File: config.mk
export PLATFORM = sky130hd
export DESIGN_NAME = dnn_infer_seq
export DESIGN_NICKNAME = d
export VERILOG_FILES = /design/src/rtl/dnn_infer_seq.sv
export SDC_FILE = /design/constraint.sdc
export NUM_CORES = 1
export LEC_CHECK = 0
export CELL_PAD_IN_SITES_DETAIL_PLACEMENT = 0
export CELL_PAD_IN_SITES_GLOBAL_PLACEMENT = 1
export CORE_UTILIZATION = 40
export DETAILED_ROUTE_END_ITERATION = 8
export PLACE_DENSITY_LB_ADDON = 0.1
export REMOVE_ABC_BUFFERS = 1
export SYNTH_ARGS = -nofsm -noshare
export SYNTH_HDL_FRONTEND = slang
export SYNTH_SLANG_ARGS = --single-unit
File: constraint.sdc
create_clock -name clk -period 2.8 [get_ports clk]
set_clock_uncertainty 0.1 [all_clocks]
set_input_delay 0.56 -clock clk [delete_from_list [all_inputs] [get_ports clk]]
set_output_delay 0.56 -clock clk [all_outputs]
set_load 0.01 [all_outputs]
File: src/rtl/dnn_infer_seq.sv
// Sequencer/argmax unit for the fix7 ReLU inference engine: clears and launches
// the engine, scans its scores and reports the argmax. Optional watchdog: DNN_SEQ_TIMEOUT_EN.
module dnn_infer_seq #(
    parameter int DATA_WIDTH     = 7,
    parameter int NUM_CLASSES    = 10,
    parameter int TIMEOUT_CYCLES = 65535
) (
    input  logic                  clk,
    input  logic                  rst,
    input  logic                  req,
    output logic                  busy,
    output logic                  eng_reset,
    output logic                  eng_start,
    input  logic                  eng_done,
    output logic [3:0]            out_idx,
    input  logic [DATA_WIDTH-1:0] score,
    output logic                  res_valid,
    input  logic                  res_ready,
    output logic [3:0]            res_class,
    output logic [DATA_WIDTH-1:0] res_score,
    output logic                  res_err
);

    typedef enum logic [2:0] {
        IDLE      = 3'd0,
        CLEAR     = 3'd1,
        LAUNCH    = 3'd2,
        WAIT_DONE = 3'd3,
        SCAN      = 3'd4,
        REPORT    = 3'd5
    } state_t;

    state_t                state_r;
    logic [DATA_WIDTH-1:0] best_score_r;
    logic [3:0]            best_idx_r;
    logic                  take_s;
    logic                  last_s;
    logic [DATA_WIDTH-1:0] new_score_s;
    logic [3:0]            new_idx_s;
`ifdef DNN_SEQ_TIMEOUT_EN
    logic [15:0]           wait_cnt_r;
`endif

    // Running argmax: first class always taken, later ones only on a strictly greater signed score.
    always_comb begin
        take_s      = (out_idx == 4'd0) || ($signed(score) > $signed(best_score_r));
        last_s      = (out_idx == 4'(NUM_CLASSES - 1));
        new_score_s = best_score_r;
        new_idx_s   = best_idx_r;
        if (take_s) begin
            new_score_s = score;
            new_idx_s   = out_idx;
        end else begin
            new_score_s = best_score_r;
            new_idx_s   = best_idx_r;
        end
    end

    // Sequencer FSM with all outputs registered.
    always_ff @(posedge clk or negedge rst) begin
        if (!rst) begin
            state_r      <= IDLE;
            busy         <= 1'b0;
            eng_reset    <= 1'b0;
            eng_start    <= 1'b0;
            out_idx      <= 4'd0;
            res_valid    <= 1'b0;
            res_class    <= 4'd0;
            res_score    <= '0;
            res_err      <= 1'b0;
            best_score_r <= '0;
            best_idx_r   <= 4'd0;
`ifdef DNN_SEQ_TIMEOUT_EN
            wait_cnt_r   <= 16'd0;
`endif
        end else begin
            case (state_r)
                IDLE: begin
                    if (req) begin
                        state_r   <= CLEAR;
                        busy      <= 1'b1;
                        eng_reset <= 1'b1;
                    end else begin
                        state_r   <= IDLE;
                    end
                end
                CLEAR: begin
                    eng_reset <= 1'b0;
                    eng_start <= 1'b1;
                    state_r   <= LAUNCH;
                end
                LAUNCH: begin
                    eng_start <= 1'b0;
                    state_r   <= WAIT_DONE;
`ifdef DNN_SEQ_TIMEOUT_EN
                    wait_cnt_r <= 16'd0;
`endif
                end
                WAIT_DONE: begin
                    if (eng_done) begin
                        state_r <= SCAN;
                        out_idx <= 4'd0;
`ifdef DNN_SEQ_TIMEOUT_EN
                    end else if (wait_cnt_r == 16'(TIMEOUT_CYCLES - 1)) begin
                        state_r   <= REPORT;
                        res_valid <= 1'b1;
                        res_err   <= 1'b1;
                        res_class <= 4'd0;
                        res_score <= '0;
                    end else begin
                        wait_cnt_r <= wait_cnt_r + 16'd1;
                    end
`else
                    end else begin
                        state_r <= WAIT_DONE;
                    end
`endif
                end
                SCAN: begin
                    best_score_r <= new_score_s;
                    best_idx_r   <= new_idx_s;
                    if (last_s) begin
                        state_r   <= REPORT;
                        out_idx   <= 4'd0;
                        res_valid <= 1'b1;
                        res_class <= new_idx_s;
                        res_score <= new_score_s;
                    end else begin
                        out_idx   <= out_idx + 4'd1;
                    end
                end
                REPORT: begin
                    if (res_ready) begin
                        state_r   <= IDLE;
                        busy      <= 1'b0;
                        res_valid <= 1'b0;
                        res_err   <= 1'b0;
                    end else begin
                        state_r   <= REPORT;
                    end
                end
                default: begin
                    state_r   <= IDLE;
                    busy      <= 1'b0;
                    eng_reset <= 1'b0;
                    eng_start <= 1'b0;
                    out_idx   <= 4'd0;
                    res_valid <= 1'b0;
                    res_err   <= 1'b0;
                end
            endcase
        end
    end

endmodule

==> results.md <==
- Die width: 68.3 microns
- Syn Area/Cell: 10.1 sq um
- TritonCTS buffer count: 5
- PnR worst setup slack: 0.246 ns
- Arrival time worst endpoint: 2.63 ns
- Skew-Pair Late Insertion Delay: 0.29 ns
- Register area: 826 sq um
- Post-DR wirelength/cell: 15.5 microns
- # DRC: 0
- Worst path max stage delay: 0.44 ns
- Resize count post-CTS: 0
- Largest net degree at the start of global routing: 34
- Largest fanout on the critical path: 7
- Worst Setup SP: score[6]
- Vias in the first global route: 1423
- WL final: 4.15 mm
- H-Tree Depth: 2
- Die height: 68.3 microns
- Area grow syn2layout: 29.9%
- Status: completed
- Startpoint types: input port
- Worst EP required: 2.87 ns
- Synth Flop Type: dfrtp_1
- Final min period: 2.55 ns
- Mapped Cells: 175
- Bufs on Longest Clock Path: 2
- Worst slack, placed: -0.0393 ns
- Number of synthesized register bits: 33
- Syn Std Cell Area: 1760 sq um
- Share of cells above drive strength 1: 15.7%
- Initial Utilization: 42.8%
- PortBufs: 30
- GRT Total Usage: 21.2%
- Hold Crit Start: res_class[3]$_DFFE_PN0P_
- Most frequent cells in the layout: 33 x dfrtp_1, 30 x clkdlybuf4s50_1, 20 x nand2_1, 15 x buf_4, 13 x inv_1
- Critical path class: input port to register
- Max_cap viols: 0
- Period utilization: 91.2%
- Cell family with most CP delay: simple AND/OR/NAND/NOR gates
- Io pins: 32
- Final setup violation count: 0
- Final GP Congestion: 0.759
- Core area: 4120 sq um
- Detailed Routing Iterations Pass 1: 4
- Buf/Inv on CP: 1
- VDD IR max: 0.483 mV
- Final slew viol count: 0
- Vias per cell: 5.60
- ANT cells: 0
- Final hold vios: 0
- Setup TNS: 0 ns
- Clock sinks: 33
- Most common cell after layout, fill and taps aside: dfrtp_1
- Reg clk slew, reported paths: 0.07 ns
- Async SR Flop Fraction: 100%
- Antenna violations before repair: 0
- PwrDens: 837 nW/um^2
- Hold crit path type: register to register
- Grt ovf: 0
- CP max-delay cell: clkdlybuf4s50_1
- Dpl hpwl: 2.99 mm
- Root Buffer: clkbuf_8
- Worst-path cell chain: clkdlybuf4s50_1, ha_1, or3b_1, a211oi_1, nand2_1, and2_1, a221o_1
- Post-synth EDFFs: 0
- Site row count: 23
- Post-CTS Hold Buffers: 0
- Critical R2R Launch: best_score_r[6]$_DFFE_PN0N_
- Total Die Area: 4670 sq um
- Cell variety after synth: 41
- Final hold slack: 0.372 ns
- Setup Buffers After CTS: 0
- CP Capture Type: register
- RSZ-0062 raised after global routing: no
- Final core occ: 55.5%
- TritonCTS clock tree: done
- Final Net Count: 239
- Seq/Total Area, Yosys: 46.9%
- Area of the multi-input gates: 832 sq um
- FILL cells: 378
- Via total after detailed routing: 1495
- Total Power: 0.00191 W
- Fmax: 392 MHz
- Routed Antenna Nets: 0
- Synth Warn #: 0
- First-pass GRT wire length: 7.01 mm
- DRT iter0 DRCs: 98
- Leak: 1.04 nW
-- per-stage QoR --
stage / std cells / area [sq um]
6_report: 267 / 2290
5_1_grt: 267 / 2290
4_1_cts: 267 / 2290
3_5_place_dp: 260 / 2180
3_3_place_gp: 260 / 2180
2_1_floorplan: 165 / 1710
-- final timing paths --
check                                              end  slack [ns]  cells after the start
setup / recovery              res_score[4]$_DFFE_PN0P_        0.25                      7
hold reg to reg               res_class[3]$_DFFE_PN0P_        0.37                      2
hold / removal                res_class[3]$_DFFE_PN0P_        0.37                      2
max in group asynchronous  best_score_r[2]$_DFFE_PN0N_        1.72                      2
setup reg to reg              res_score[4]$_DFFE_PN0P_        0.56                      7
min in group asynchronous  best_score_r[1]$_DFFE_PN0N_        0.57                      2
-- worst reg2reg max path: cells and delay by family, from the launching register on --
kind / cells / cell delay [ns]
fa+ha+maj: 1 / 0.29
compound gates: 2 / 0.57
simple gates: 3 / 0.74
flops: 1 / 0.35
buf+inv: 1 / 0.06
-- cell families after synthesis --
| logic type | after synthesis | share of synthesized area (%) |
|---|---|---|
| AOI/OAI and AO/OA | 38 | 14.9 |
| adders and majority gates | 11 | 7.68 |
| DFF | 33 | 46.9 |
| buffers and inverters | 23 | 5.83 |
| other | 1 | 0.213 |
| and+or+nand+nor | 60 | 18.7 |
| muxes | 9 | 5.76 |
-- synth_stat cells, drive strengths merged, types with 2 or more instances --
library cell	instances	area [sq um]
nor2b	4	25.0
a221o	6	60.1
and3	7	43.8
nor4	6	37.5
o22ai	2	12.5
nor3b	2	25.0
a21o	3	22.5
inv	13	48.8
nor2	4	15.0
nand2	20	75.1
o211ai	3	22.5
dfrtp	33	826
mux2	9	101
buf	5	35.0
clkbuf	5	18.8
ha	10	125
a21oi	9	45.0
and2	2	12.5
nand3	3	15.0
nand4	4	25.0
o21ai	7	35.0
nand2b	3	18.8
-- sequential cells by signal, indices dropped and copies added (netlist names) --
register      flops
best_score_r      7
res_score         7
best_idx_r        4
out_idx           4
res_class         4
state_r           3
busy              1
eng_reset         1
eng_start         1
res_valid         1
-- power breakdown --
part | leakage, nW | internal (W) | switching, W
Combinational | 0.595 | 0.000376 | 0.000355
Sequential | 0.393 | 0.000603 | 0.000146
Clock | 0.0540 | 0.000258 | 0.000175
-- cell type report --
| class | instances | area share [%] |
|---|---|---|
| sequential | 33 | 36.1 |
| tap | 50 | 2.74 |
| clock inverter | 2 | 1.53 |
| clock buffer | 5 | 3.01 |
| inverter | 13 | 2.13 |
| multi-input combinational | 119 | 36.4 |
| timing repair buffer | 45 | 18.1 |
-- layer usage --
metal	global-route usage [%]	vias to the layer above	wire [microns]
li1	-	717	-
met1	28.5	720	2030
met2	31.7	48	1850
met3	5.00	10	179
met4	10.2	0	89
met5	0	-	0
No activity file was read; power rests on OpenSTA's default activity.
==> RTL change: new RTL, same settings <==
Make the reset (`rst`) synchronous in one clocked block.
--- a/src/rtl/dnn_infer_seq.sv
+++ b/src/rtl/dnn_infer_seq.sv
@@ -57,7 +57,7 @@
     end
 
     // Sequencer FSM with all outputs registered.
-    always_ff @(posedge clk or negedge rst) begin
+    always_ff @(posedge clk) begin
         if (!rst) begin
             state_r      <= IDLE;
             busy         <= 1'b0;
Behaviour: differs if rst is asserted again (counterexample within 4 cycles, from zero or initial values and one cycle with rst low); with rst held inactive, the same outputs for 10 cycles.
==> RTL change against the unedited design <==
Worst setup slack got worse by 0.074 ns. Non-clock buffer count fell by 5. Sequential cell count did not move. Register-to-register slack got worse by 0.03 ns. Synthesized area fell by 2.4%. Critical path depth did not move. Design area fell by 5.5%. Routed wire length fell by 7.2%. Largest cell class unchanged. Highest routed layer unchanged.
Power is not compared: it rests on default switching activity, and its combinational part moved more than twofold at a synthesized area within 25%.
==> RTL change: results (changes against the unedited design) <==
number of remaining DRC errors 0 (unchanged); CTS tree done; WL final 3848 um (-7.2%); Netlist cell types 42 (+2.4%); # H-tree levels 2 (unchanged); crit path DAT 2.68 ns (+0.05 ns); predominant post-synthesis flop cell dfxtp_1; largest net degree at the start of global routing 43 (+26%); Pleak 0.7722 nW; synth cell count leaders dfxtp_1 (33), o21ai_0 (25), nand2_1 (19); global-route wire length before repair 6292 um (-10%); Max FO, Critical Path 10 (+3); share of cells above drive strength 1 10.26% (-5.4 points); Gate Count Post-Synth 197 (+13%); initial antenna violation count 0 (unchanged); Clock Pin Slew Worst Setup and Hold Paths 0.07 ns (about the same); vias per inst 5.349 (-4.5%); Clock Path Buffers 2 (unchanged); ys async rst share 0% (-100 points); # fillers 388 (+2.6%); outcome completed; Synth area leaders dfxtp_1 (38%), ha_1 (7.3%), o21ai_0 (7.3%); DR WL/cell 13.55 um (-13%); hpwl dp 2670 um (-11%); number of CTS-inserted buffers 5 (unchanged); vias in the first global route 1430 (+0.49%); Setup Buffers After CTS 0 (unchanged); initial DRC count 45 (-54%); total track usage 18.56% (-2.6 points); IO buf count 30 (unchanged); GPL Wtd Cong 0.8000 (+5.4%); register area share after synthesis 38.46% (-8.5 points); fin nets 255 (+6.7%)
[RTL change: changes by cell type after synthesis, moves of 3 or more]
| cell | change |
|---|---|
| o21ai_1 | +3 |
| o21ai_0 | +19 |
| mux2i_1 | +10 |
| and3_1 | -6 |
| a21oi_1 | +4 |
| nand3_1 | +10 |
| dfrtp_1 | -33 |
| a221o_1 | -6 |
| dfxtp_1 | +33 |
| mux2_2 | -9 |
| and2_1 | +4 |
| nand4_1 | -3 |
| nor4_1 | -6 |
[RTL change: path summary, 6_finish.rpt]
kind | slack [ns] | to | from
worst max register to register | 0.53 | res_score[6] | best_score_r[6]
worst max-delay path | 0.17 | res_score[6] | score[6]
worst min-delay path | 0.37 | res_class[2] | best_idx_r[2]
worst min register to register | 0.37 | res_class[2] | best_idx_r[2]
[RTL change: critical path, cell delays in order]
cell	delay [ns]
clkdlybuf4s50_1	0.45
ha_1	0.34
nor3b_2	0.23
o211ai_2	0.14
o22ai_2	0.59
mux2i_1	0.28
a21oi_1	0.09
[RTL change: through the flow]
| stage | instance area (um2) | setup WS [ns] |
|---|---|---|
| detailed placement | 2079 | -0.1237 |
| global route | 2160 | 0.04912 |
| global placement | 2079 | -0.01477 |
| finish | 2160 | 0.1722 |
| CTS | 2160 | 0.1757 |
| floorplan | 1642 | 0.6579 |
[RTL change: logic make-up after synthesis]
kind of cell / after synthesis / synth area share [%]
AOI/OAI and AO/OA: 60 / 21.92
and+or+nand+nor: 59 / 19.01
DFF: 33 / 38.46
buffers and inverters: 24 / 7.283
muxes: 10 / 5.827
adders and majority gates: 10 / 7.283
other: 1 / 0.2183
[RTL change: where the power goes]
part	switching, mW	internal [mW]
Sequential	0.0134	0.479
Clock	0.169	0.177
Combinational	0.0514	0.0556
Total	0.233	0.711
[RTL change: cell type report]
| cell class | instances | area share [%] |
|---|---|---|
| clock buffer | 8 | 3.708 |
| inverter | 13 | 2.260 |
| multi-input combinational | 140 | 43.16 |
| sequential | 33 | 30.59 |
| tap | 50 | 2.897 |
| timing repair buffer | 40 | 17.38 |
[RTL change: per-layer routing]
metal  wire, um  share of wire (%)  GRT usage [%]  vias to the layer above
met1       1752                 46          21.68                      709
met4         60                1.6          7.979                        0
li1           -                  -              -                      767
met5          0                  0              0                        -
met3        175                4.5          4.223                        8
met2       1860                 48          32.05                       35
